### config.mk
export PLATFORM = sky130hd
export DESIGN_NAME = hash_cmd_engine
export DESIGN_NICKNAME = d
export VERILOG_FILES = /design/src/rtl/hash_cmd_engine.sv
export SDC_FILE = /design/constraint.sdc
export NUM_CORES = 1
export LEC_CHECK = 0
export ABC_AREA = 1
export ABC_CLOCK_PERIOD_IN_PS = 3110
export CAP_MARGIN = 20
export CELL_PAD_IN_SITES_DETAIL_PLACEMENT = 0
export CELL_PAD_IN_SITES_GLOBAL_PLACEMENT = 1
export CORE_AREA = 2 2 192 194
export CTS_CLUSTER_DIAMETER = 200
export DETAILED_ROUTE_END_ITERATION = 7
export DIE_AREA = 0 0 194 196
export PLACE_DENSITY = 0.8
export SYNTH_ARGS = -nofsm -noshare
export SYNTH_HDL_FRONTEND = slang
export SYNTH_SLANG_ARGS = --single-unit
### constraint.sdc
create_clock -name clk -period 3.11 [get_ports clk]
set_input_delay 0.4665 -clock clk [delete_from_list [all_inputs] [get_ports clk]]
set_output_delay 0.4665 -clock clk [all_outputs]
set_load 0.02 [all_outputs]
### src/rtl/hash_cmd_engine.sv
// hash_cmd_engine: UART command front end for a hash-search processor.
// Decodes byte commands (set hash, process payload, return match, status),
// forwards payload bytes to the processor and serialises replies to the UART.
module hash_cmd_engine #(
  parameter int HASH_BYTES     = 16,
  parameter int LEN_BYTES      = 2,
  parameter int MATCH_LEN      = 19,
  parameter int TIMEOUT_CYCLES = 1000000
) (
  input  logic                    clk,
  input  logic                    reset_n,
  input  logic [7:0]              rxd_data,
  input  logic                    rxd_data_ready,
  input  logic                    txd_busy,
  output logic                    txd_start,
  output logic [7:0]              txd_data,
  input  logic                    proc_done,
  input  logic                    proc_match,
  input  logic [8*LEN_BYTES-1:0]  proc_byte_pos,
  input  logic [7:0]              proc_match_char,
  output logic                    proc_start,
  output logic [8*LEN_BYTES-1:0]  proc_num_bytes,
  output logic [7:0]              proc_data,
  output logic                    proc_data_valid,
  output logic                    proc_match_char_next,
  output logic [8*HASH_BYTES-1:0] proc_target_hash,
  output logic [7:0]              leds
);

  localparam int HASH_W    = 8 * HASH_BYTES;
  localparam int LEN_W     = 8 * LEN_BYTES;
  localparam int CNT_MAX_A = (HASH_BYTES > MATCH_LEN) ? HASH_BYTES : MATCH_LEN;
  localparam int CNT_W_A   = $clog2(CNT_MAX_A + 1);
  // A length field of LEN_W bits never exceeds 2^LEN_W-1, so LEN_W bits hold it.
  localparam int CNT_W     = (CNT_W_A > LEN_W) ? CNT_W_A : LEN_W;
  localparam int GAP_W     = $clog2(TIMEOUT_CYCLES + 1);

  typedef enum logic [3:0] {
    S_IDLE      = 4'd0,
    S_SET_HASH  = 4'd1,
    S_PROC_LEN  = 4'd2,
    S_PROC_DATA = 4'd3,
    S_PROC_WAIT = 4'd4,
    S_RET_POS   = 4'd5,
    S_RET_STR   = 4'd6,
    S_STATUS    = 4'd7,
    S_ACK       = 4'd8,
    S_NACK      = 4'd9
  } state_t;

  state_t              state_q, state_d;
  logic [CNT_W-1:0]    cnt_q, cnt_d, cnt_inc;
  logic [GAP_W-1:0]    gap_q, gap_d, gap_inc;
  logic [HASH_W-1:0]   hash_sh_q, hash_sh_d, hash_new;
  logic [HASH_W-1:0]   target_q, target_d;
  logic [LEN_W-1:0]    len_sh_q, len_sh_d, len_new;
  logic [LEN_W-1:0]    num_q, num_d;
  logic [LEN_W-1:0]    pos_sh;
  logic                start_q, start_d;
  logic [7:0]          pdata_q, pdata_d;
  logic                pvalid_q, pvalid_d;
  logic                char_q, char_d;
  logic                mnext_q, mnext_d;
  logic                txs_q, txs_d;
  logic                guard_q;
  logic [7:0]          txdat_q, txdat_d;
  logic                tsticky_q, tsticky_d;
  logic                lmatch_q, lmatch_d;
  logic                rx_state, gap_expired, tx_ok;

  // Transmit handshake: txd_start is a one-cycle strobe that carries txd_data,
  // and txd_data holds until the next strobe. The cycle after a strobe is
  // ignored (the UART may not have raised busy yet); after that a new strobe
  // is only issued from a cycle in which txd_busy was sampled low.
  assign tx_ok = !txs_q && !guard_q && !txd_busy;

  assign cnt_inc     = cnt_q + 1'b1;
  assign gap_inc     = gap_q + 1'b1;
  assign gap_expired = (gap_inc == GAP_W'(TIMEOUT_CYCLES));
  assign hash_new    = (hash_sh_q << 8) | HASH_W'(rxd_data);
  assign len_new     = (len_sh_q << 8) | LEN_W'(rxd_data);
  assign pos_sh      = proc_byte_pos << {cnt_q, 3'b000};
  assign rx_state    = (state_q == S_SET_HASH) || (state_q == S_PROC_LEN) ||
                       (state_q == S_PROC_DATA);

  // State register.
  always_ff @(posedge clk or negedge reset_n) begin
    if (!reset_n) state_q <= S_IDLE;
    else          state_q <= state_d;
  end

  // Next-state and next-value logic for every register of the engine.
  always_comb begin
    state_d   = state_q;
    cnt_d     = cnt_q;
    gap_d     = '0;
    hash_sh_d = hash_sh_q;
    target_d  = target_q;
    len_sh_d  = len_sh_q;
    num_d     = num_q;
    start_d   = 1'b0;
    pdata_d   = pdata_q;
    pvalid_d  = 1'b0;
    char_d    = 1'b0;
    mnext_d   = char_q;
    txs_d     = 1'b0;
    txdat_d   = txdat_q;
    tsticky_d = tsticky_q;
    lmatch_d  = lmatch_q;

    if (rx_state && !rxd_data_ready) gap_d = gap_inc;

    case (state_q)
      S_IDLE: begin
        cnt_d = '0;
        if (rxd_data_ready) begin
          case (rxd_data)
            8'h01:   state_d = S_SET_HASH;
            8'h02:   state_d = S_PROC_LEN;
            8'h03:   state_d = S_RET_POS;
            8'h04:   state_d = S_STATUS;
            default: state_d = S_NACK;
          endcase
        end
      end
      S_SET_HASH: begin
        if (rxd_data_ready) begin
          hash_sh_d = hash_new;
          cnt_d     = cnt_inc;
          if (cnt_inc == CNT_W'(HASH_BYTES)) begin
            target_d = hash_new;
            cnt_d    = '0;
            state_d  = S_ACK;
          end
        end
      end
      S_PROC_LEN: begin
        if (rxd_data_ready) begin
          len_sh_d = len_new;
          cnt_d    = cnt_inc;
          if (cnt_inc == CNT_W'(LEN_BYTES)) begin
            num_d = len_new;
            cnt_d = '0;
            if (len_new == '0) begin
              state_d = S_NACK;
            end else begin
              start_d = 1'b1;
              state_d = S_PROC_DATA;
            end
          end
        end
      end
      S_PROC_DATA: begin
        if (rxd_data_ready) begin
          pdata_d  = rxd_data;
          pvalid_d = 1'b1;
          cnt_d    = cnt_inc;
          if (cnt_inc == CNT_W'(num_q)) begin
            cnt_d   = '0;
            state_d = S_PROC_WAIT;
          end
        end
      end
      S_PROC_WAIT: begin
        if (proc_done) begin
          lmatch_d = proc_match;
          state_d  = proc_match ? S_ACK : S_NACK;
        end
      end
      S_RET_POS: begin
        if (tx_ok) begin
          txs_d   = 1'b1;
          txdat_d = pos_sh[LEN_W-1 -: 8];
          cnt_d   = cnt_inc;
          if (cnt_inc == CNT_W'(LEN_BYTES)) begin
            cnt_d   = '0;
            state_d = S_RET_STR;
          end
        end
      end
      S_RET_STR: begin
        if (tx_ok) begin
          txs_d   = 1'b1;
          txdat_d = proc_match_char;
          char_d  = 1'b1;
          cnt_d   = cnt_inc;
          if (cnt_inc == CNT_W'(MATCH_LEN)) begin
            cnt_d   = '0;
            state_d = S_IDLE;
          end
        end
      end
      S_STATUS: begin
        if (tx_ok) begin
          txs_d     = 1'b1;
          txdat_d   = {6'b0, tsticky_q, lmatch_q};
          tsticky_d = 1'b0;
          state_d   = S_IDLE;
        end
      end
      S_ACK: begin
        if (tx_ok) begin
          txs_d   = 1'b1;
          txdat_d = 8'h01;
          state_d = S_IDLE;
        end
      end
      S_NACK: begin
        if (tx_ok) begin
          txs_d   = 1'b1;
          txdat_d = 8'h00;
          state_d = S_IDLE;
        end
      end
      default: state_d = S_IDLE;
    endcase

    // A payload gap that reaches the limit aborts the receive command.
    if (rx_state && !rxd_data_ready && gap_expired) begin
      tsticky_d = 1'b1;
      cnt_d     = '0;
      state_d   = S_NACK;
    end
  end

  // Datapath, strobe and flag registers.
  always_ff @(posedge clk or negedge reset_n) begin
    if (!reset_n) begin
      cnt_q     <= '0;
      gap_q     <= '0;
      hash_sh_q <= '0;
      target_q  <= '0;
      len_sh_q  <= '0;
      num_q     <= '0;
      start_q   <= 1'b0;
      pdata_q   <= '0;
      pvalid_q  <= 1'b0;
      char_q    <= 1'b0;
      mnext_q   <= 1'b0;
      txs_q     <= 1'b0;
      guard_q   <= 1'b0;
      txdat_q   <= '0;
      tsticky_q <= 1'b0;
      lmatch_q  <= 1'b0;
    end else begin
      cnt_q     <= cnt_d;
      gap_q     <= gap_d;
      hash_sh_q <= hash_sh_d;
      target_q  <= target_d;
      len_sh_q  <= len_sh_d;
      num_q     <= num_d;
      start_q   <= start_d;
      pdata_q   <= pdata_d;
      pvalid_q  <= pvalid_d;
      char_q    <= char_d;
      mnext_q   <= mnext_d;
      txs_q     <= txs_d;
      guard_q   <= txs_q;
      txdat_q   <= txdat_d;
      tsticky_q <= tsticky_d;
      lmatch_q  <= lmatch_d;
    end
  end

  assign txd_start            = txs_q;
  assign txd_data             = txdat_q;
  assign proc_start           = start_q;
  assign proc_num_bytes       = num_q;
  assign proc_data            = pdata_q;
  assign proc_data_valid      = pvalid_q;
  assign proc_match_char_next = mnext_q;
  assign proc_target_hash     = target_q;
  assign leds                 = {2'b00, tsticky_q, lmatch_q, state_q};

endmodule

==> results.sh, run 1 <==
export IMPL_arrival_ns=3.18
export IMPL_ff2ff_setup_slack_ns=0.35
export IMPL_ios=210
export IMPL_cpMostUsedCell="nand2_1"
export IMPL_viasPerCell=4.88
export IMPL_syn_mean_instance_area_um2=9.12
export IMPL_path_clk_slew_ns=0.06
export IMPL_ant_nets=0
export IMPL_drive_gt1_frac=0.127
export IMPL_die_y_um=196
export IMPL_maxCapViolCount=0
export IMPL_dieArea_um2=38000
export IMPL_via_count=11356
export IMPL_synthesis_area_um2=14900
export IMPL_tritoncts="done"
export IMPL_insertion_delay_ns=0.53
export IMPL_hold_viol_final=0
export IMPL_fin_crit_ns=2.76
export IMPL_grt_max_degree=137
export IMPL_tns_ns=0
export IMPL_slowest_delay_ns=0.45
export IMPL_nFillCells=3378
export IMPL_yosys_most_used_dff="dfrtp_1"
export IMPL_synth_cells=1633
export IMPL_synth_edf_count=0
export IMPL_async_flop_share=1.00
export IMPL_max_freq_ghz=0.362
export IMPL_syn_to_final_growth_pct=25.1
export IMPL_cp_start_kind="flop"
export IMPL_crit_path_cell_trace="ha_1 -> nand2_1 -> nor2_4 -> nand4_1 -> nand2_1 -> nand2_1 -> nor4_4 -> nand3_4 -> buf_12 -> buf_12 -> nand2_1 -> o21ai_2"
export IMPL_slew_headroom=0.474
export IMPL_die_x_um=194
export IMPL_cts_sinks=336
export IMPL_min_from="char_q"
export IMPL_finClkSkew_ns=0.0136
export IMPL_worst_slew_pin_slew_ns=0.789
export IMPL_reg2reg_from="cnt_q[0]"
export IMPL_leakagePower_nw=8.52
export IMPL_cts_setup_buffers=0
export IMPL_grt_total_usage=0.199
export IMPL_holdPathEnd="proc_match_char_next"
export IMPL_cp_slowest_cell="dfrtp_1"
export IMPL_run_status="finished clean"
export IMPL_end_kind="flop"
export IMPL_rsz0062_at_grt="no"
export IMPL_nNetsFinal=1876
export IMPL_drtIter0Drc=801
export IMPL_hold_class="flop to flop"
export IMPL_utilization=0.516
export IMPL_grt_overflow=0
export IMPL_hold_path_depth=0
export IMPL_n_antenna_cell=0
export IMPL_yosys_cell_count_top_type="nand2_1"
export IMPL_ys_seq_area_frac=0.565
export IMPL_r2r_end="proc_target_hash[56]"
export IMPL_wl_per_cell_um=16.1
export IMPL_grt_pass1_vias=11379
export IMPL_peakVddDrop_mv=0.492
export IMPL_synth_top_cell_by_area="dfrtp_1"
export IMPL_cts_root_buf="clkbuf_16"
export IMPL_yosys_warnings=0
export IMPL_powerDensity_nw_per_um2=676
export IMPL_synthDistinctLibCells=42
export IMPL_reg2reg_depth=12
export IMPL_synth_area_top_cells="dfrtp_1 56%, nand2_1 11%, o21ai_2 7.1%"
export IMPL_drc=0
export IMPL_setup_viol=0
export IMPL_cts_inserted_buffers=37
export IMPL_antenna_found_initial=0
export IMPL_num_rows=70
export IMPL_postCtsHoldBufs=1
export IMPL_crit_fanout=52
export IMPL_io_buffers=207
export IMPL_core_um2=36100
export IMPL_cts_max_level=2
export IMPL_hpwl_um=25800
export IMPL_fin_crit_sh=0.889
export IMPL_path_class="flop to flop"
export IMPL_cts_buffer_depth=3
export IMPL_grt_pass1_wl_um=61200
export IMPL_ys_seq_elements=336
export IMPL_first_pass_iters=6
export IMPL_yosysTopAreaCellShare=0.565
export IMPL_start_util=0.413
export IMPL_worstPathRequired_ns=3.53
export IMPL_gp_congestion=0.874
export IMPL_ctsResizeCount=0
export IMPL_drv_slew=0
export IMPL_synthTopCellsByCount="421 x nand2_1, 336 x dfrtp_1, 214 x inv_1, 158 x o21ai_0, 121 x o21ai_2"
export IMPL_wl_um=37400
-- sequential cells by signal, summed over array words and instances (netlist names) --
register / cells
char_q: 1
cnt_q: 16
gap_q: 20
guard_q: 1
hash_sh_q: 120
len_sh_q: 8
lmatch_q: 1
proc_data: 8
proc_data_valid: 1
proc_match_char_next: 1
proc_num_bytes: 16
proc_start: 1
proc_target_hash: 128
state_q: 4
tsticky_q: 1
txd_data: 8
txd_start: 1
-- per-stage QoR --
stage                     total power, mW  instances  setup slack [ns]  cell area [um^2]  hold WS, ns
after floorplan                      7.30       1634             0.721             14900        0.171
after CTS                            12.8       2329             0.347             18600        0.354
after detailed placement             8.28       2260             0.368             17400        0.340
final                                12.6       2329             0.345             18600        0.347
after global placement               8.21       2260             0.452             17400        0.335
after global routing                 13.4       2329            0.0936             18600        0.360
-- placed cells by master (no fill, tap or decap), types with 12 or more instances in the layout --
| cell | count |
|---|---|
| buf_4 | 16 |
| clkbuf_16 | 38 |
| clkdlybuf4s50_1 | 206 |
| dfrtp_1 | 336 |
| inv_1 | 214 |
| nand2_1 | 421 |
| nand3_1 | 81 |
| nand4_1 | 19 |
| nor2_1 | 92 |
| nor3_1 | 14 |
| o21ai_0 | 158 |
| o21ai_2 | 121 |
| xor2_1 | 12 |
-- kinds of logic after synthesis --
logic type,Yosys count,share of synthesized area
buf+inv,294,0.0889
other cells,1,0.000252
fa+ha+maj,6,0.00504
flops,336,0.565
compound gates,314,0.139
mux,1,0.000756
xor+xnor,20,0.0127
simple gates,661,0.188
-- worst max-delay path by stage --
stage	startpoint	end	slack, ns
after floorplan	cnt_q[0]	cnt_q[0]	0.72
after global placement	rxd_data_ready	state_q[2]	0.45
after detailed placement	cnt_q[0]	proc_target_hash[62]	0.37
after CTS	cnt_q[0]	proc_target_hash[1]	0.35
after global routing	cnt_q[0]	proc_target_hash[1]	0.09
final	cnt_q[0]	proc_target_hash[56]	0.35
-- worst max-delay path: cells and delay by family, from the launching register on --
| kind | cells | cell delay [ns] |
|---|---|---|
| buffers and inverters | 2 | 0.47 |
| adders and majority gates | 1 | 0.26 |
| and+or+nand+nor | 8 | 1.39 |
| DFF | 1 | 0.45 |
| AOI/OAI and AO/OA | 1 | 0.06 |
-- routing by layer --
layer / vias to the layer above / GRT usage / part of all wire
li1: 5598 / - / -
met1: 5452 / 0.285 / 0.47
met2: 259 / 0.313 / 0.46
met3: 47 / 0.0373 / 0.050
met4: 0 / 0.0463 / 0.016
met5: - / 0 / 0
-- layout make-up --
cell class              instances  area (um^2)  area share
flip-flops and latches        336         8410       0.451
multi-input cells            1004         5170       0.278
repair buffers                234         2410       0.129
clock buffers                  54         1080      0.0580
inverters                     219          822      0.0441
well taps                     468          586      0.0314
clock inverters                14          150     0.00806
-- report_power, final --
| group | switching, mW | total (mW) | internal [mW] |
|---|---|---|---|
| combinational | 1.70 | 2.51 | 0.818 |
| clock | 1.80 | 4.40 | 2.60 |
| sequential | 0.485 | 5.67 | 5.19 |
| total | 3.98 | 12.6 | 8.61 |
No activity file was read; power rests on OpenSTA's default activity.
==> inputs of run 2 (changes only) <==
Settings changed: ABC_CLOCK_PERIOD_IN_PS 3110 to 2800.
Clock period 3.11 ns to 2.8 ns, I/O delays scaled along.
==> results.sh, run 2 (synthesis results as in run 1) <==
export IMPL_run_status="finished clean"
export IMPL_grt_pass1_wl_um=60200
export IMPL_io_buffers=207
export IMPL_antenna_found_initial=0
export IMPL_cp_start_kind="flop"
export IMPL_tns_ns=0
export IMPL_grt_total_usage=0.194
export IMPL_cts_inserted_buffers=37
export IMPL_peakVddDrop_mv=0.499
export IMPL_path_delay_family="simple AND/OR/NAND/NOR gates"
export IMPL_ant_nets=0
export IMPL_final_common_cell="nand2_1"
export IMPL_fin_crit_sh=0.939
export IMPL_grt_max_degree=137
export IMPL_crit_fanout=8
export IMPL_power_mw=14.2
export IMPL_num_rows=70
export IMPL_wl_per_cell_um=15.8
export IMPL_leakagePower_nw=8.62
export IMPL_drive_gt1_frac=0.134
export IMPL_hpwl_um=25700
export IMPL_end_kind="flop"
export IMPL_largest_reg_flops=128
export IMPL_arrival_ns=3.03
export IMPL_viasPerCell=4.84
export IMPL_drc=0
export IMPL_cts_root_buf="clkbuf_16"
export IMPL_grt_overflow=0
export IMPL_cpMostUsedCell="nand2_1"
export IMPL_fin_area_um2=18800
export IMPL_r2r_end="cnt_q[3]"
export IMPL_cp_slowest_cell="dfrtp_1"
export IMPL_max_freq_ghz=0.380
export IMPL_drv_slew=0
export IMPL_core_um2=36100
export IMPL_drtIter0Drc=692
export IMPL_insertion_delay_ns=0.52
export IMPL_start_util=0.413
export IMPL_n_antenna_cell=0
export IMPL_placed_area_um2=17500
export IMPL_gp_congestion=0.900
export IMPL_whs_ns=0.350
export IMPL_rsz0062_at_grt="no"
export IMPL_tritoncts="done"
export IMPL_finClkSkew_ns=0.0140
export IMPL_setup_viol=0
export IMPL_cts_max_level=2
export IMPL_reg2reg_from="cnt_q[0]"
export IMPL_ios=210
export IMPL_slew_headroom=0.544
export IMPL_ff2ff_setup_slack_ns=0.17
export IMPL_via_count=11333
export IMPL_die_y_um=196
export IMPL_syn_to_final_growth_pct=26.3
export IMPL_cts_buffer_depth=3
export IMPL_placedCellCount=2273
export IMPL_instances_no_fill=2343
export IMPL_nNetsFinal=1891
export IMPL_fin_crit_ns=2.63
export IMPL_hold_class="flop to flop"
export IMPL_first_pass_iters=5
export IMPL_cts_sinks=336
export IMPL_die_x_um=194
export IMPL_worstPathRequired_ns=3.20
export IMPL_min_from="char_q"
export IMPL_cp_depth=13
export IMPL_reg2reg_depth=13
export IMPL_maxCapViolCount=0
export IMPL_layout_cells_most_common_list="420 x nand2_1, 336 x dfrtp_1, 214 x inv_1"
export IMPL_hold_path_depth=0
export IMPL_crit_path_cell_trace="ha_1 -> nand3_1 -> nor2_1 -> nand2_1 -> nand2_1 -> nand2_1 -> nor3_1 -> buf_4 -> nand3_1 -> nand2_1 -> nand3_2 -> nand3_1 -> nand2_1"
export IMPL_path_class="flop to flop"
export IMPL_hold_viol_final=0
export IMPL_worst_slew_pin_slew_ns=0.683
export IMPL_holdPathEnd="proc_match_char_next"
export IMPL_grt_pass1_vias=11281
export IMPL_dieArea_um2=38000
export IMPL_wl_um=37000
export IMPL_powerDensity_nw_per_um2=754
export IMPL_slowest_delay_ns=0.38
export IMPL_path_clk_slew_ns=0.06
export IMPL_critPathBufInv=1
## run 2: cell types whose count changed in the layout (fill, tap and decap cells not counted), sizes merged
cell      previous run  this run
clkbuf              54        49
buf                 27        41
bufinv               2         6
nand3               86        87
inv                220       222
clkinv              11         8
clkinvlp             0         1
## run 2: layout make-up
cell class	count	area (um^2)
Multi-Input combinational cell	1005	5190
Fill cell	3369	17300
Tap cell	468	586
Clock buffer	49	1000
Clock inverter	18	265
Sequential cell	336	8410
Inverter	219	822
Timing Repair Buffer	248	2520
## run 2: worst max path at each step
stage              from                   end  slack, ns
6_report       cnt_q[0]              cnt_q[3]       0.17
5_1_grt        cnt_q[0]  proc_target_hash[27]       0.01
4_1_cts        cnt_q[0]  proc_target_hash[27]       0.22
3_5_place_dp   cnt_q[0]  proc_target_hash[27]       0.23
3_3_place_gp   cnt_q[0]  proc_target_hash[29]       0.27
2_1_floorplan  cnt_q[0]              cnt_q[0]       0.41
## run 2: through the flow
stage | worst slack [ns] | utilization
after detailed placement | 0.227 | 0.485
after CTS | 0.223 | 0.520
after global placement | 0.267 | 0.485
after floorplan | 0.411 | -
after global routing | 0.0134 | 0.521
final | 0.171 | 0.521
## run 2: worst reg2reg max path: stages, from the launching register on
cell and delay, ns:
dfrtp_1 0.38, ha_1 0.23, nand3_1 0.14, nor2_1 0.22, nand2_1 0.12, nand2_1 0.13, nand2_1 0.13, nor3_1 0.20
buf_4 0.17, nand3_1 0.12, nand2_1 0.18, nand3_2 0.28, nand3_1 0.15, nand2_1 0.06
## run 2: per-layer routing
layer	wire length, um	up-vias	GRT usage
met5	0	-	0
met4	717	0	0.0463
met3	1700	60	0.0330
met2	16800	274	0.305
met1	17800	5369	0.280
li1	-	5630	-
## run 2: repair_timing
action,in CTS,in global routing
buffers inserted,0,1
gates resized for setup,0,2
hold buffers,1,0
hold endpoints to repair,73,0
setup endpoints to repair,0,24
## run 2: power breakdown
part	internal, mW	leakage [nW]	switching (mW)
logic	0.914	3.46	1.90
clock network	3.09	0.623	1.98
registers	5.76	4.54	0.520
total	9.77	8.62	4.40
